--- config.mk ---
export PLATFORM = sky130hd
export DESIGN_NAME = seq_divider_rd
export DESIGN_NICKNAME = d
export VERILOG_FILES = /design/src/rtl/seq_divider_rd.sv
export SDC_FILE = /design/constraint.sdc
export NUM_CORES = 1
export LEC_CHECK = 0
export BUFFER_PORTS_ARGS = -buffer_cell sky130_fd_sc_hd__buf_2
export CAP_MARGIN = 20
export CORE_UTILIZATION = 45
export DETAILED_ROUTE_END_ITERATION = 8
export GPL_ROUTABILITY_DRIVEN = 0
export GPL_TIMING_DRIVEN = 1
export PLACE_DENSITY = 0.68
export SLEW_MARGIN = 20
export SYNTH_ARGS = -nofsm -noshare
export SYNTH_HDL_FRONTEND = slang
export SYNTH_SLANG_ARGS = --single-unit
export TNS_END_PERCENT = 1
--- constraint.sdc ---
create_clock -name clk -period 2.6 [get_ports clk]
set_input_delay 0.13 -clock clk [delete_from_list [all_inputs] [get_ports clk]]
set_output_delay 0.13 -clock clk [all_outputs]
set_load 0.05 [all_outputs]
--- src/rtl/seq_divider_rd.sv ---
// Purpose: iterative unsigned restoring divider, quotient/remainder of a DIVIDEND_W / DIVISOR_W pair.
// Latency: result valid DIVIDEND_W edges after the accept edge; a zero divisor is flagged right after the accept edge.
// Backpressure: result is held in DONE until out_ready; in_ready only while idle.
//
// Ports:
//   clk, rst_n              : clock (rising edge), asynchronous active-low reset
//   in_valid/in_ready       : operand handshake, dividend + divisor sampled on accept
//   out_valid/out_ready     : result handshake
//   quotient, remainder     : unsigned result; div_by_zero marks a zero-divisor result
module seq_divider_rd #(
  parameter int DIVIDEND_W = 16,
  parameter int DIVISOR_W  = 8
) (
  input  logic                  clk,
  input  logic                  rst_n,
  input  logic                  in_valid,
  output logic                  in_ready,
  input  logic [DIVIDEND_W-1:0] dividend,
  input  logic [DIVISOR_W-1:0]  divisor,
  output logic                  out_valid,
  input  logic                  out_ready,
  output logic [DIVIDEND_W-1:0] quotient,
  output logic [DIVISOR_W-1:0]  remainder,
  output logic                  div_by_zero
);

  localparam int CNT_W = $clog2(DIVIDEND_W + 1);
  localparam logic [CNT_W-1:0] LAST_ITER = CNT_W'(DIVIDEND_W - 1);

  typedef enum logic [1:0] {IDLE, CALC, DONE} state_t;

  state_t                state_q, state_d;
  logic [CNT_W-1:0]      cnt_q;
  logic [DIVISOR_W-1:0]  dvsr_q;
  // Restored remainder is always < divisor, so it fits in DIVISOR_W bits;
  // the extra partial-remainder bit only exists in the shifted value below.
  logic [DIVISOR_W-1:0]  rem_q;
  logic [DIVIDEND_W-1:0] qreg_q;
  logic                  dbz_q;

  logic [DIVISOR_W:0]    shifted;
  logic                  ge;
  logic [DIVISOR_W-1:0]  rem_step;

  // Next-state logic.
  always_comb begin
    state_d = state_q;
    case (state_q)
      IDLE: if (in_valid) state_d = (divisor == '0) ? DONE : CALC;
      CALC: if (cnt_q == LAST_ITER) state_d = DONE;
      DONE: if (out_ready) state_d = IDLE;
      default: state_d = IDLE;
    endcase
  end

  always_ff @(posedge clk or negedge rst_n) begin
    if (!rst_n) state_q <= IDLE;
    else        state_q <= state_d;
  end

  // One restoring step: shift the quotient MSB into the remainder, then
  // subtract the divisor if it fits (quotient bit 1) or keep it (bit 0).
  always_comb begin
    shifted  = {rem_q, qreg_q[DIVIDEND_W-1]};
    ge       = (shifted >= {1'b0, dvsr_q});
    rem_step = ge ? DIVISOR_W'(shifted - {1'b0, dvsr_q}) : shifted[DIVISOR_W-1:0];
  end

  always_ff @(posedge clk or negedge rst_n) begin
    if (!rst_n) begin
      cnt_q  <= '0;
      dvsr_q <= '0;
      rem_q  <= '0;
      qreg_q <= '0;
      dbz_q  <= 1'b0;
    end else begin
      case (state_q)
        IDLE: begin
          if (in_valid) begin
            cnt_q  <= '0;
            dvsr_q <= divisor;
            if (divisor == '0) begin
              qreg_q <= '1;
              rem_q  <= dividend[DIVISOR_W-1:0];
              dbz_q  <= 1'b1;
            end else begin
              qreg_q <= dividend;
              rem_q  <= '0;
              dbz_q  <= 1'b0;
            end
          end
        end
        CALC: begin
          rem_q  <= rem_step;
          qreg_q <= {qreg_q[DIVIDEND_W-2:0], ge};
          cnt_q  <= cnt_q + CNT_W'(1);
        end
        default: ;  // DONE: hold results
      endcase
    end
  end

  assign in_ready    = (state_q == IDLE);
  assign out_valid   = (state_q == DONE);
  assign quotient    = qreg_q;
  assign remainder   = rem_q;
  assign div_by_zero = dbz_q;

endmodule

==> results_dict.tcl <==
set metrics [dict create \
    drive_gt1_share_pct 27.3 \
    clk_pin_slew_worst_paths_ns 0.08 \
    grt_pass1_vias 1866 \
    hold_viol 40 \
    cp-start-kind "flop" \
    ys_types 51 \
    seqCellArea_sq_mm 0.00100 \
    portBuffers 54 \
    crit_type "flop to flop" \
    wl_met3_microns 254 \
    route.detailed.drc 0 \
    dp.cells 360 \
    ant_nets 0 \
    cp_max_fo 11 \
    r2r_slack_ns 0.27 \
    rows 25 \
    drt_iter0_markers 129 \
    initial_core_util_pct 48.1 \
    r2r-start "remainder[2]" \
    period_minus_slack_ns 2.33 \
    cts_setup_buffers 0 \
    vias 2017 \
    required_ns 2.82 \
    drv_cap 0 \
    antenna_found_initial 0 \
    fmax_mhz 429 \
    root_buffer "clkbuf_8" \
    outcome "finished, violations left" \
    fin_crit_sh_pct 89.6 \
    wl_met2_microns 2570 \
    clock_sinks 40 \
    cts_resized 0 \
    finalNonFillerCells 367 \
    core_sq_mm 0.00485 \
    startpoint "remainder[2]" \
    ios 55 \
    final-setup-viol-count 0 \
    synth_warnings 0 \
    cts_max_path_buffers 2 \
    synthToLayoutAreaGrowth_pct 16.4 \
    arrival_ns 2.55 \
    grt_usage_pct 22.0 \
    numCtsBuffers 5 \
    dr.pass1.iters 4 \
    setup_ws_ns 0.270 \
    postCtsHoldBufs 0 \
    synth_edf_count 0 \
    ys_ff_latch 40 \
    setup_tns_ns 0 \
    crit_path_end_kind "flop" \
    reg2regPathDepth 6 \
    ys_seq_area_share_pct 43.0 \
    grt_max_degree 41 \
    overflow 0 \
    synth_area_sq_mm 0.00233 \
    syn-instance-count 250 \
    worst_slew_pin_slew_ns 0.910 \
    synthArstFlopShare_pct 100 \
    r2r_end "remainder[0]" \
    synth_nets 289 \
    avgSynthCellArea_sq_um 9.32 \
    violations "negative hold slack" \
    routed.top_layer "met4" \
    final_common_cell "buf_2" \
    final_cell_mix "54 x buf_2, 40 x dfrtp_1, 29 x nand2_1, 20 x o21ai_0, 19 x nor2_1" \
    tritoncts "done" \
    clkLatencyLatePin_ns 0.29 \
    multiInputGateArea_sq_mm 0.00121 \
    fin_nets 339 \
    hpwlAfterDp_microns 3910 \
    holdWs_ns -0.0316 \
    synthFlopType "dfrtp_1" \
    grt_first_pass_wirelength_microns 9030 \
    routed_wl_microns 5470 \
    dieWidth_microns 74.0 \
    wl_met1_microns 2600 \
    drv_slew 0 \
    viasPerCell 5.50 \
    rsz0062_at_grt "no" \
    skew_ns 0.00654 \
    slew_headroom_pct 39.3 \
    antenna_cells 0 \
    dieArea_sq_mm 0.00547 \
    pre_cts_ws_ns 0.281 \
    fillers 446 \
    die_h_microns 74.0 \
    wl_per_cell_microns 14.9 \
    hold_path_class "input pin to asynchronous set/reset pin" \
    cts_max_level 2 \
]
==> registers in the layout, summed over array words and instances, names as in the netlist <==
signal / count
cnt_q: 5
div_by_zero: 1
dvsr_q: 8
quotient: 16
remainder: 8
state_q: 2
==> layout make-up <==
| type | count | area share [%] |
|---|---|---|
| clock buffers | 6 | 2.68 |
| clock inverters | 1 | 0.185 |
| inverters | 12 | 1.66 |
| multi-input cells | 184 | 44.7 |
| flip-flops and latches | 40 | 36.9 |
| well taps | 67 | 3.09 |
| repair buffers | 57 | 10.8 |
==> how the worst max path moves through the flow <==
stage	to	slack, ns	depth (start not counted)
2_1_floorplan	remainder[1]	0.35	7
3_3_place_gp	remainder[0]	0.34	6
3_5_place_dp	remainder[0]	0.28	6
4_1_cts	remainder[0]	0.27	6
5_1_grt	remainder[0]	0.12	6
6_report	remainder[0]	0.27	6
==> per-stage QoR <==
stage                     util [%]  instance area [sq um]
final                         55.9                   2710
after global routing          55.9                   2710
after CTS                     55.9                   2710
after detailed placement      54.3                   2640
after global placement        54.3                   2640
after floorplan                  -                   2330
==> kinds of logic (layout without fill, tap and decap cells) <==
logic type	count (synthesis)	in the layout	synth area share (%)
flops	40	40	43.0
mux	7	7	3.22
fa+ha+maj	11	11	6.23
buf+inv	26	76	5.10
compound gates	71	71	21.1
xor+xnor	3	3	1.13
simple gates	92	92	20.2
==> critical path, stage by stage (launching register included) <==
cell and delay (ns):
dfrtp_1 0.41, ha_1 0.39, nand2_1 0.14, a211o_1 0.32, o211ai_2 0.47, mux2_2 0.41, o211ai_2 0.13
==> metal layers <==
layer / track usage (%) / vias up
met5: 0 / -
met4: 5.77 / 0
met3: 3.93 / 4
met2: 35.3 / 62
met1: 30.9 / 954
li1: - / 997
==> Yosys cell counts (all sizes together), types with 4 or more instances <==
master  count  share of area (%)
nand2      30                4.9
and3        8                2.1
buf         8                2.2
o31ai      10                3.4
o21ai      25                5.5
inv        12                1.9
nor2       21                4.0
nor2b       5                1.3
a22oi       8                2.6
nor3       11                2.6
clkbuf      6               0.97
ha         10                5.4
nand3       5                1.1
a21oi       8                1.7
dfrtp      40                 43
mux2        4                1.9
Power is not shown: default switching activity piles up to over one toggle a cycle in this logic, so the estimate is an artifact.
